<file path="src/rtl/serial_mag_compare.sv">
// Word-level magnitude resolver fed by a 1-bit comparator slice, MSB first.
// It consumes one-hot gt/eq/lt flags per beat and produces a held word result.
// Once the deciding bit is seen, it drops slice_en while the rest of the word drains.
module serial_mag_compare #(
    parameter int WIDTH = 8,
    parameter int CNT_W = 4
) (
    input  logic             clk,
    input  logic             rst,
    input  logic             start,
    input  logic             in_valid,
    output logic             in_ready,
    input  logic             in_gt,
    input  logic             in_eq,
    input  logic             in_lt,
    output logic             slice_en,
    output logic             busy,
    output logic             res_valid,
    input  logic             res_ack,
    output logic             res_gt,
    output logic             res_eq,
    output logic             res_lt,
    output logic             res_err,
    output logic [CNT_W-1:0] res_pos
);

    typedef enum logic [1:0] {
        IDLE = 2'd0,
        SCAN = 2'd1,
        SKIP = 2'd2,
        DONE = 2'd3
    } state_t;

    localparam logic [CNT_W-1:0] LAST_POS = CNT_W'(WIDTH - 1);

    state_t             state_r;
    state_t             state_s;
    logic [CNT_W-1:0]   count_r;
    logic [CNT_W-1:0]   count_s;
    logic               gt_s;
    logic               eq_s;
    logic               lt_s;
    logic               err_s;
    logic [CNT_W-1:0]   pos_s;
    logic               beat_s;
    logic               last_s;

    // Next-state, beat counter and next result fields for the word in flight.
    always_comb begin
        state_s = state_r;
        count_s = count_r;
        gt_s    = res_gt;
        eq_s    = res_eq;
        lt_s    = res_lt;
        err_s   = res_err;
        pos_s   = res_pos;
        beat_s  = in_valid && in_ready;
        last_s  = (count_r == LAST_POS);

        case (state_r)
            IDLE: begin
                if (start) begin
                    state_s = SCAN;
                    count_s = '0;
                    gt_s    = 1'b0;
                    eq_s    = 1'b0;
                    lt_s    = 1'b0;
                    err_s   = 1'b0;
                    pos_s   = '0;
                end else begin
                    state_s = IDLE;
                end
            end
            SCAN: begin
                if (beat_s) begin
                    case ({in_gt, in_eq, in_lt})
                        3'b100, 3'b001: begin
                            gt_s    = in_gt;
                            eq_s    = 1'b0;
                            lt_s    = in_lt;
                            err_s   = 1'b0;
                            pos_s   = count_r;
                            state_s = last_s ? DONE : SKIP;
                        end
                        3'b010: begin
                            if (last_s) begin
                                eq_s    = 1'b1;
                                pos_s   = LAST_POS;
                                state_s = DONE;
                            end else begin
                                state_s = SCAN;
                            end
                        end
                        default: begin
                            // Zero, two or three flags high: the slice is misbehaving.
                            gt_s    = 1'b0;
                            eq_s    = 1'b0;
                            lt_s    = 1'b0;
                            err_s   = 1'b1;
                            pos_s   = count_r;
                            state_s = last_s ? DONE : SKIP;
                        end
                    endcase
                    if (!last_s) begin
                        count_s = count_r + 1'b1;
                    end else begin
                        count_s = count_r;
                    end
                end else begin
                    state_s = SCAN;
                end
            end
            SKIP: begin
                // Flags are ignored here; only the beat count matters.
                if (beat_s) begin
                    if (last_s) begin
                        state_s = DONE;
                    end else begin
                        count_s = count_r + 1'b1;
                    end
                end else begin
                    state_s = SKIP;
                end
            end
            DONE: begin
                if (res_ack) begin
                    state_s = IDLE;
                end else begin
                    state_s = DONE;
                end
            end
            default: begin
                state_s = IDLE;
            end
        endcase
    end

    // State, counter and all outputs registered; status outputs decode the next state.
    always_ff @(posedge clk) begin
        if (rst) begin
            state_r   <= IDLE;
            count_r   <= '0;
            in_ready  <= 1'b0;
            slice_en  <= 1'b0;
            busy      <= 1'b0;
            res_valid <= 1'b0;
            res_gt    <= 1'b0;
            res_eq    <= 1'b0;
            res_lt    <= 1'b0;
            res_err   <= 1'b0;
            res_pos   <= '0;
        end else begin
            state_r   <= state_s;
            count_r   <= count_s;
            in_ready  <= (state_s == SCAN) || (state_s == SKIP);
            slice_en  <= (state_s == SCAN);
            busy      <= (state_s == SCAN) || (state_s == SKIP);
            res_valid <= (state_s == DONE);
            res_gt    <= gt_s;
            res_eq    <= eq_s;
            res_lt    <= lt_s;
            res_err   <= err_s;
            res_pos   <= pos_s;
        end
    end

endmodule

</file>
<file path="config.mk">
export PLATFORM = sky130hd
export DESIGN_NAME = serial_mag_compare
export DESIGN_NICKNAME = d
export VERILOG_FILES = /design/src/rtl/serial_mag_compare.sv
export SDC_FILE = /design/constraint.sdc
export NUM_CORES = 1
export LEC_CHECK = 0
export CORE_AREA = 2 2 50 52
export CTS_CLUSTER_DIAMETER = 100
export DETAILED_ROUTE_END_ITERATION = 16
export DIE_AREA = 0 0 52 54
export PLACE_DENSITY_LB_ADDON = 0.08
export SYNTH_ARGS = -nofsm -noshare
export SYNTH_HDL_FRONTEND = slang
export SYNTH_SLANG_ARGS = --single-unit
</file>
<file path="constraint.sdc">
create_clock -name clk -period 1.6 [get_ports clk]
set_input_delay 0.48 -clock clk [delete_from_list [all_inputs] [get_ports clk]]
set_output_delay 0.48 -clock clk [all_outputs]
set_load 0.01 [all_outputs]
</file>
## Yosys cells after proc, flatten, opt, wreduce, memory -nomap -nowiden

Index checks and enable logic that the tools add are counted.

- Add/subtract/negate cells: 1
- Equality and inequality tests: 16
- Muxes and demuxes: 31
- Reduce and logical (&&, ||, !) cells: 10

Operators by type and width:

| kind | count |
|---|---|
| two-way mux 4 bit | 6 |
| case mux 4 bit (2 select lines) | 2 |
| case mux 1 bit (2 select lines) | 7 |
| two-way mux 2 bit | 6 |
| AND reduction 4 bit | 3 |
| two-way mux 1 bit | 9 |
| == test 2 bit, second input constant | 4 |
| inequality test 2 bit, second input constant | 4 |
| case mux 2 bit (4 select lines) | 1 |
| adder 4 x 1 -> 4 bit, second input constant | 1 |
| == test 2 x 1 -> 1 bit, second input constant | 2 |
| == test 4 x 3 -> 1 bit, second input constant | 1 |
| nonzero test 2 bit | 2 |
| OR reduction 2 bit | 2 |
| == test 3 x 1 -> 1 bit, second input constant | 1 |
| == test 3 x 2 -> 1 bit, second input constant | 1 |
| == test 3 bit, second input constant | 1 |
| inequality test 3 bit, second input constant | 1 |
| logical NOT 2 bit | 1 |
| inequality test 2 x 1 -> 1 bit, second input constant | 1 |
| logical AND 1 bit | 1 |
| logical OR 1 bit | 1 |

- Register bits after elaboration: 17
- Input bits: 8

## Longest topological paths before layout

Gate-level depths: netlist of run 1.

- Word-level depth: 7
- Mapped depth: 9

## Worst setup path after synthesis of run 1

Ideal clock, no wire load.

- Path kind: reg-to-reg
- From: reg state_r[1]
- To: reg res_valid
- Setup time: 0.114 ns
- Data arrival time: 1.596 ns
- Required time: 1.486 ns
- Path slack: -0.109 ns
- Stages on the path, launching flop included: 10
- Path buffers: 1
- Period minus slack after synthesis: 1.709 ns
- Cell sequence: dfxtp_1 -> inv_1 -> ha_1 -> clkbuf_1 -> nand3_1 -> a21oi_1 -> o31ai_1 -> inv_1 -> ha_1 -> nor2b_1

- Cells in the longest elaborated chain, start to end: 4

RTL lines:

| item | line | RTL |
|---|---|---|
| start: declaration | 36 | `state_t state_r;` |
| start signal: assignment | 153 | `state_r <= state_s;` |
| two-way mux 2 bit | 116 | `if (last_s) begin` |
| two-way mux 2 bit | 115 | `if (beat_s) begin` |
| case mux 2 bit (4 select lines) * | 60 | `case (state_r)` |
| via state_s[1] | 37 | `state_t state_s;` |
| == test 2 bit * | 158 | `res_valid <= (state_s == DONE);` |
| end signal: assignment | 158 |  |
| end: declaration | 18 | `output logic res_valid,` |

The timed path passes the listed nets; every way through them passes the cells marked *.
A chain may end at the register's enable or synchronous reset.

## Worst setup path after layout of run 1

- From: in res_ack
- To: reg busy

- Cells in the longest elaborated chain, start to end: 4

RTL lines:

| item | line | RTL |
|---|---|---|
| start: declaration | 19 | `input logic res_ack,` |
| two-way mux 2 bit * | 126 | `if (res_ack) begin` |
| case mux 2 bit (4 select lines) * | 60 |  |
| via state_s[0] | 37 |  |
| == test 2 x 1 -> 1 bit / == test 2 bit (equally long branches) | 157 | `busy <= (state_s == SCAN) \|\| (state_s == SKIP);` |
| logical OR 1 bit * | 157 |  |
| end signal: assignment | 157 |  |
| end: declaration | 17 | `output logic busy,` |

Marks and branches as above.

==> metrics.log, run 1 <==
INFO  metric run_status = finished with violations
INFO  metric violations_in_the_final_reports = setup timing
INFO  metric cts_inserted_buffers = 3
INFO  metric synth_xor_area_frac = 0.0186
INFO  metric endpoint_class_of_the_critical_path = flop
INFO  metric rows = 18
INFO  metric portion_of_total_power_attributed_to_combinational_logic = 0.263
INFO  metric final_layout_size_suffix_gt1_frac = 0.412
INFO  metric io_buffer_count = 19
INFO  metric coreArea = 0.00232 mm²
INFO  metric drc = 0
INFO  metric switching_share = 0.283
INFO  metric yosys_warnings = 0
INFO  metric hold_class = flop to flop
INFO  metric ys.flop_type = sky130_fd_sc_hd__dfxtp_1
INFO  metric share_clk_of_total_power = 0.249
INFO  metric pin_count_of_the_biggest_net_entering_global_routing = 11
INFO  metric chipWidth = 52 µm
INFO  metric antenna_violations_before_repair = 0
INFO  metric element_type_at_the_critical_path_start = primary input
INFO  metric tightest_slew = 355 ps
INFO  metric globalRoute.totalOverflow = 0
INFO  metric slew_headroom = 0.762
INFO  metric critical_path.cell_chain = clkdlybuf4s50_1, nor2b_4, a211oi_2, a31oi_2, ha_1, nor2_1
INFO  metric timing.critical_path.arrival = 1840 ps
INFO  metric critical_path_peak_fanout = 3
INFO  metric mappedNetlistNets = 121
INFO  metric post-route-period-util = 1.01
INFO  metric setup_repair_after_global_routing_missed_its_margin = true
INFO  metric dpl_worst_slack = -543 ps
INFO  metric synth-seq-area-share = 0.361
INFO  metric clock_path_buffers = 2
INFO  metric vias_in_the_first_global_route = 885
INFO  metric power_density_relative_to_cell_area = 599 mW/mm²
INFO  metric clock_tree.htree_level_count = 1
INFO  metric synth_top_family_by_area = simple AND/OR/NAND/NOR gates
INFO  metric timing.final.ws_setup = -8.30 ps
INFO  metric cts_root_buffer = sky130_fd_sc_hd__clkbuf_4
INFO  metric final-setup-viol-count = 1
INFO  metric p_seq_frac = 0.489
INFO  metric clk_pin_slew = 100 ps
INFO  metric ioPinCount = 20
INFO  metric complex_gate_fraction_of_the_synthesized_area = 0.187
INFO  metric synth_seq_cells = 17
INFO  metric synth.cell_area = 942 µm²
INFO  metric fillCellCount = 203
INFO  metric cpPeakStageDelay = 500 ps
INFO  metric firstDrtPassIters = 4
INFO  metric max-vdd-ir-drop = 446 µV
INFO  metric flow.area_growth_from_synthesis = 62.5%
INFO  metric synthDominantCellAreaShare = 0.361
INFO  metric synthMuxAreaShare = 0.0332
INFO  metric drt_iter0_drc = 17
INFO  metric route.detailed.wl_per_inst = 12.3 µm
INFO  metric worst_path_required_time = 1830 ps
INFO  metric post_synthesis_async_set_or_reset_flop_share = 0
INFO  metric total_switching_power = 0.000259 W
INFO  metric path_class = primary input to flop
INFO  metric cellLeakagePower = 0.635 nW
INFO  metric ctsHoldBuffers = 0
INFO  metric die_area = 0.00281 mm²
INFO  metric global_route_wire_length_before_repair = 3.75 mm
INFO  metric placed_cells = 176
INFO  metric synth-edff-count = 0
INFO  metric half_perimeter_wire_length_after_placement = 1.63 mm
INFO  metric internal-power = 0.000658 W
INFO  metric final_net_count = 169
INFO  metric timing_hold_violations_final = 0
INFO  metric clkSinkCount = 17
INFO  metric synth_cell_type_count = 36
INFO  metric syn_area_per_cell = 8.89 µm²
INFO  metric post-synth-top-area-cell = sky130_fd_sc_hd__dfxtp_1
INFO  metric tritoncts = done
INFO  metric antenna_cells_inserted = 0
INFO  metric detailroute.via_count = 928
INFO  metric drt.antenna.violating_nets = 0
INFO  metric clkLatencyLatePin = 290 ps
INFO  metric max_cap_viols = 0
INFO  metric synthesized_instance_count = 106
INFO  metric timing_max_transition_violations_final = 0
INFO  metric globalplace.congestion = 0.797
INFO  metric achievable-frequency = 622 MHz
INFO  metric start_util = 0.406
INFO  metric synth_fa_ha_area_frac = 0.0930
INFO  metric clock_period_minus_final_worst_setup_slack = 1610 ps
INFO  metric fin_skew = 4.06 ps
INFO  metric slowest_stage = sky130_fd_sc_hd__clkdlybuf4s50_1
INFO  metric synthSimpleGateAreaFrac = 0.258
INFO  metric die_h = 54 µm
INFO  metric groute.usage.overall = 0.180
INFO  metric route.final.wire_length = 2.26 mm
INFO  metric post_route_non_filler_standard_cell_count = 183
INFO  metric vias_per_cell = 5.07
INFO  metric synth.area.top_cells = sky130_fd_sc_hd__dfxtp_1 36%, sky130_fd_sc_hd__ha_1 9.3%, sky130_fd_sc_hd__o21ai_0 4.2%
-- placed cells by master, fill, tap and decap left out, drive strengths merged, types with 2 or more instances in the layout --
cell           netlist  layout
buf                  3      29
o21ai               12      12
a31oi                4       4
nor2                 6       6
a21oi                4       4
nand2                8       8
inv                  4       4
or4                  2       2
dfxtp               17      17
or3                  2       2
nand2b               2       2
nand4bb              2       2
o21a                 2       2
xnor2                2       2
clkdlybuf4s50        0       2
nor2b                5       5
ha                   7       7
nand3                3       3
mux2i                2       2
dlygate4sd2          0      16
clkbuf               2       3
a21boi               2       2
nor3                 4       4
-- critical path, delay by kind of cell --
| kind | cells | cell delay, ps |
|---|---|---|
| AO/OA/AOI/OAI | 2 | 370 |
| buffers and inverters | 1 | 500 |
| adder cells (fa/ha/maj) | 1 | 320 |
| AND/OR/NAND/NOR | 2 | 160 |
-- cell families after synthesis --
family,count (synthesis)
adders and majority gates,7
AOI/OAI and AO/OA,29
xor gates and xnor gates,2
muxes,3
and+or+nand+nor,39
DFF,17
buffers and inverters,9
-- final cells by class --
cell class              count  area [µm²]  share of cell area
well taps                  30        37.5              0.0245
clock buffers               3        22.5              0.0147
multi-input cells          80         704               0.460
flip-flops and latches     17         349               0.228
clock inverters             1        5.00             0.00327
repair buffers             48         398               0.260
inverters                   4        15.0             0.00980
-- what timing repair did --
action                                 CTS  global route
endpoints found under the hold margin    0             0
resized for setup                       25            26
setup endpoints to repair               27            13
cloned                                   0             0
setup buffers                            2             2
pin swaps                                3             8
-- Yosys cell counts (2+ instances only) --
library cell,count
sky130_fd_sc_hd__or3_1,2
sky130_fd_sc_hd__o21a_1,2
sky130_fd_sc_hd__mux2i_1,2
sky130_fd_sc_hd__clkbuf_1,2
sky130_fd_sc_hd__a21oi_1,4
sky130_fd_sc_hd__dfxtp_1,17
sky130_fd_sc_hd__o21ai_1,4
sky130_fd_sc_hd__nor2b_1,5
sky130_fd_sc_hd__nand3_1,3
sky130_fd_sc_hd__nand2_1,8
sky130_fd_sc_hd__o21ai_0,8
sky130_fd_sc_hd__or4_1,2
sky130_fd_sc_hd__ha_1,7
sky130_fd_sc_hd__a31oi_1,4
sky130_fd_sc_hd__nand2b_1,2
sky130_fd_sc_hd__inv_1,4
sky130_fd_sc_hd__nand4bb_1,2
sky130_fd_sc_hd__xnor2_1,2
sky130_fd_sc_hd__nor2_1,6
sky130_fd_sc_hd__a21boi_1,2
sky130_fd_sc_hd__nor3_1,3
-- through the flow --
step                cell area [µm²]  hold slack (ps)  setup TNS [ps]  power [W]  utilization
floorplan                       967              458           -16.3   0.000555            -
global placement               1360              465           -5790   0.000662        0.585
global route                   1530              493            -233   0.000974        0.660
finish                         1530              473           -8.30   0.000917        0.660
CTS                            1410              478            -122   0.000899        0.607
detailed placement             1360              461           -6140   0.000662        0.585
-- routing by layer --
metal,vias to the layer above,GRT usage,share of wire
met5,-,0,0
met3,2,0.0333,0.038
met4,0,0.0658,0.0071
met2,15,0.306,0.50
li1,475,-,-
met1,436,0.227,0.46
-- state kept, by name, summed over array words and instances (netlist names) --
name,cells
res_valid,1
res_gt,1
slice_en,1
res_eq,1
res_err,1
res_pos,4
state_r,2
count_r,4
busy,1
res_lt,1
-- power by group through the flow --
stage	clock network (W)	logic, W	registers (W)
after CTS	0.000242	0.000213	0.000445
after detailed placement	0	0.000209	0.000453
after floorplan	0	0.0000980	0.000457
after global placement	0	0.000209	0.000453
after global routing	0.000259	0.000263	0.000451
final	0.000228	0.000241	0.000448
-- worst paths after layout --
kind | startpoint | to | slack (ps) | depth (start not counted)
min reg2reg | res_lt | res_lt | 470 | 2
max | res_ack | busy | -8 | 6
min | res_lt | res_lt | 470 | 2
max reg2reg | state_r[1] | busy | 0 | 7
Note: power is estimated with default switching activity, not from simulation.
==> run 2: changes to the inputs <==
--- a/config.mk
+++ b/config.mk
@@ -10,6 +10,7 @@
 export DETAILED_ROUTE_END_ITERATION = 16
 export DIE_AREA = 0 0 52 54
 export PLACE_DENSITY_LB_ADDON = 0.08
+export SETUP_SLACK_MARGIN = 0.4
 export SYNTH_ARGS = -nofsm -noshare
 export SYNTH_HDL_FRONTEND = slang
 export SYNTH_SLANG_ARGS = --single-unit
==> run 2 against run 1 <==
Against the previous run: the run now ends clean; die area unchanged; utilization up 1.5 points; critical path type is now flop to flop; setup slack improved by 58 ps; register-to-register slack better by 50 ps; count of clock-buffer cells in the layout is the same; first-iteration DRC count is 5.9% lower; clock power up 5%.
==> metrics.log, run 2 (synthesized netlist as in run 1, its figures left out) <==
INFO  metric clock_period_minus_final_worst_setup_slack = 1550 ps (-57.9 ps)
INFO  metric ctsHoldBuffers = 0 (unchanged)
INFO  metric coreArea = 0.00232 mm² (unchanged)
INFO  metric drt.antenna.violating_nets = 0 (unchanged)
INFO  metric post_route_non_filler_standard_cell_count = 180 (-1.6%)
INFO  metric startpoint_of_the_most_critical_setup_path = count_r[0]
INFO  metric vias_per_cell = 5.17 (+2.0%)
INFO  metric dpl_worst_slack = -496 ps (+46.2 ps)
INFO  metric placed_cells = 170 (-3.4%)
INFO  metric cellLeakagePower = 0.615 nW (-3.1%)
INFO  metric critical_path_buf_inv_count = 0 (-1)
INFO  metric route.final.wire_length = 2.36 mm (+4.2%)
INFO  metric run_status = finished clean
INFO  metric most-common-layout-cells = 21 x sky130_fd_sc_hd__buf_4, 13 x sky130_fd_sc_hd__buf_6, 12 x sky130_fd_sc_hd__dfxtp_2, 8 x sky130_fd_sc_hd__o21ai_1, 7 x sky130_fd_sc_hd__dlygate4sd2_1
INFO  metric timing.critical_path.depth = 6 (unchanged)
INFO  metric die_area = 0.00281 mm² (unchanged)
INFO  metric clkLatencyLatePin = 290 ps (about the same)
INFO  metric ioPinCount = 20 (unchanged)
INFO  metric critical_path.cell_chain = ha_4, and3b_2, a211oi_2, a31oi_2, ha_1, nor2_1
INFO  metric slowest_stage = sky130_fd_sc_hd__dfxtp_2
INFO  metric half_perimeter_wire_length_after_placement = 1.67 mm (+2.1%)
INFO  metric total_power = 0.000951 W (+3.8%)
INFO  metric achievable-frequency = 645 MHz (+3.7%)
INFO  metric globalRoute.totalOverflow = 0 (unchanged)
INFO  metric antenna_violations_before_repair = 0 (unchanged)
INFO  metric reg2reg_depth = 6 (-1)
INFO  metric top_regs = count_r: 4 flops, res_pos: 4 flops, state_r: 2 flops
INFO  metric detailroute.via_count = 931 (+0.32%)
INFO  metric hold_class = flop to flop
INFO  metric vias_in_the_first_global_route = 876 (-1.0%)
INFO  metric worst_path_required_time = 1830 ps (about the same)
INFO  metric groute.usage.overall = 0.186 (+0.00562)
INFO  metric cpPeakStageDelay = 350 ps (-150 ps)
INFO  metric tritoncts = done
INFO  metric layout_commonest_cell = sky130_fd_sc_hd__buf_4
INFO  metric endpoint_class_of_the_critical_path = flop
INFO  metric hold_slack_final = 474 ps (+1.09 ps)
INFO  metric max-vdd-ir-drop = 483 µV (+8.4%)
INFO  metric final_layout_size_suffix_gt1_frac = 0.540 (+0.128)
INFO  metric slew_headroom = 0.769 (+0.00759)
INFO  metric clock_path_buffers = 2 (unchanged)
INFO  metric route.detailed.wl_per_inst = 13.1 µm (+6.0%)
INFO  metric antenna_cells_inserted = 0 (unchanged)
INFO  metric die_h = 54 µm (unchanged)
INFO  metric critical-path-top-delay-family = adder cells
INFO  metric timing_max_transition_violations_final = 0 (unchanged)
INFO  metric timing.critical_path.arrival = 1780 ps (-60 ps)
INFO  metric chipWidth = 52 µm (unchanged)
INFO  metric start_util = 0.406 (unchanged)
INFO  metric timing_hold_violations_final = 0 (unchanged)
INFO  metric worst_r2r_endpoint = busy
INFO  metric post-route-period-util = 0.969 (-0.0362)
INFO  metric rows = 18 (unchanged)
INFO  metric power_density_relative_to_cell_area = 608 mW/mm² (+1.5%)
INFO  metric cts_root_buffer = sky130_fd_sc_hd__clkbuf_4
INFO  metric path_class = flop to flop
INFO  metric element_type_at_the_critical_path_start = flop
INFO  metric final-setup-viol-count = 0 (-1)
INFO  metric flow.area_growth_from_synthesis = 66.1%
INFO  metric drt_iter0_drc = 16 (-1)
INFO  metric firstDrtPassIters = 4 (unchanged)
INFO  metric clock_tree.htree_level_count = 1 (unchanged)
INFO  metric global_route_wire_length_before_repair = 3.86 mm (+3.0%)
INFO  metric globalplace.congestion = 0.790 (-0.84%)
INFO  metric max_cap_viols = 0 (unchanged)
INFO  metric cts_inserted_buffers = 3 (unchanged)
INFO  metric pin_count_of_the_biggest_net_entering_global_routing = 11 (unchanged)
INFO  metric final_net_count = 166 (-1.8%)
INFO  metric timing.critical_path.to = busy
INFO  metric critical_path_peak_fanout = 5 (+2)
INFO  metric timing.rr.start = count_r[0]
INFO  metric clkSinkCount = 17 (unchanged)
INFO  metric tightest_slew = 343 ps (-11.3 ps)
INFO  metric io_buffer_count = 19 (unchanged)
INFO  metric fillCellCount = 184 (-9.4%)
INFO  metric ff2ff_setup_slack = 50 ps (+50 ps)
INFO  metric fin_skew = 3.33 ps (-0.730 ps)
INFO  metric clk_pin_slew = 110 ps (about the same)
INFO  metric setup_repair_after_global_routing_missed_its_margin = true
INFO  metric drc = 0 (unchanged)
INFO  metric timing.final.ws_setup = 49.6 ps (+57.9 ps)
## run 2: changes by cell type in the layout (fill, tap and decap cells not counted), sizes merged
cell           delta
dlymetal6s2s      -1
dlygate4sd2       -9
clkdlybuf4s50     -1
buf               +7
clkdlybuf4s15     +1
## run 2: final cells by class
| type | count | area (µm²) | area share |
|---|---|---|---|
| Clock inverter | 1 | 5.00 | 0.00320 |
| Inverter | 4 | 17.5 | 0.0112 |
| Sequential cell | 17 | 359 | 0.229 |
| Clock buffer | 3 | 22.5 | 0.0144 |
| Multi-Input combinational cell | 80 | 728 | 0.465 |
| Timing Repair Buffer | 45 | 395 | 0.253 |
| Tap cell | 30 | 37.5 | 0.0240 |
## run 2: worst min path at each step
| stage | start | end | cells after the start |
|---|---|---|---|
| after CTS | res_gt | res_gt | 2 |
| final | res_gt | res_gt | 2 |
| after floorplan | count_r[3] | res_pos[3] | 2 |
| after global routing | res_lt | res_lt | 2 |
| after detailed placement | res_gt | res_gt | 2 |
| after global placement | res_gt | res_gt | 2 |
## run 2: per-layer routing
| metal | wire [µm] | GRT usage | up-vias |
|---|---|---|---|
| li1 | - | - | 468 |
| met1 | 1060 | 0.226 | 443 |
| met2 | 1190 | 0.327 | 16 |
| met3 | 82 | 0.0306 | 4 |
| met4 | 29 | 0.0702 | 0 |
| met5 | 0 | 0 | - |
## run 2: what timing repair did
action	CTS	global route
setup endpoints to repair	29	29
resized for setup	93	12
pin swaps	12	14
setup buffers	6	0
hold endpoints to repair	0	0
## run 2: power by group
| group | total (W) | internal (W) | switching [W] |
|---|---|---|---|
| logic | 0.000262 | 0.000138 | 0.000125 |
| registers | 0.000450 | 0.000436 | 0.0000140 |
| clock network | 0.000239 | 0.0000930 | 0.000146 |
## run 2: tightest hold or removal path: stages, from the launching register on
cell	delay, ps
sky130_fd_sc_hd__dfxtp_2	340
sky130_fd_sc_hd__nand2b_1	60
sky130_fd_sc_hd__o21ai_1	50
## run 2: per-stage QoR
stage | setup TNS [ps] | cell area (µm²) | util
after detailed placement | -5940 | 1330 | 0.573
after global routing | -72.1 | 1570 | 0.675
final | 0 | 1570 | 0.675
after global placement | -5640 | 1330 | 0.573
after CTS | 0 | 1520 | 0.657
after floorplan | 0 | 998 | -
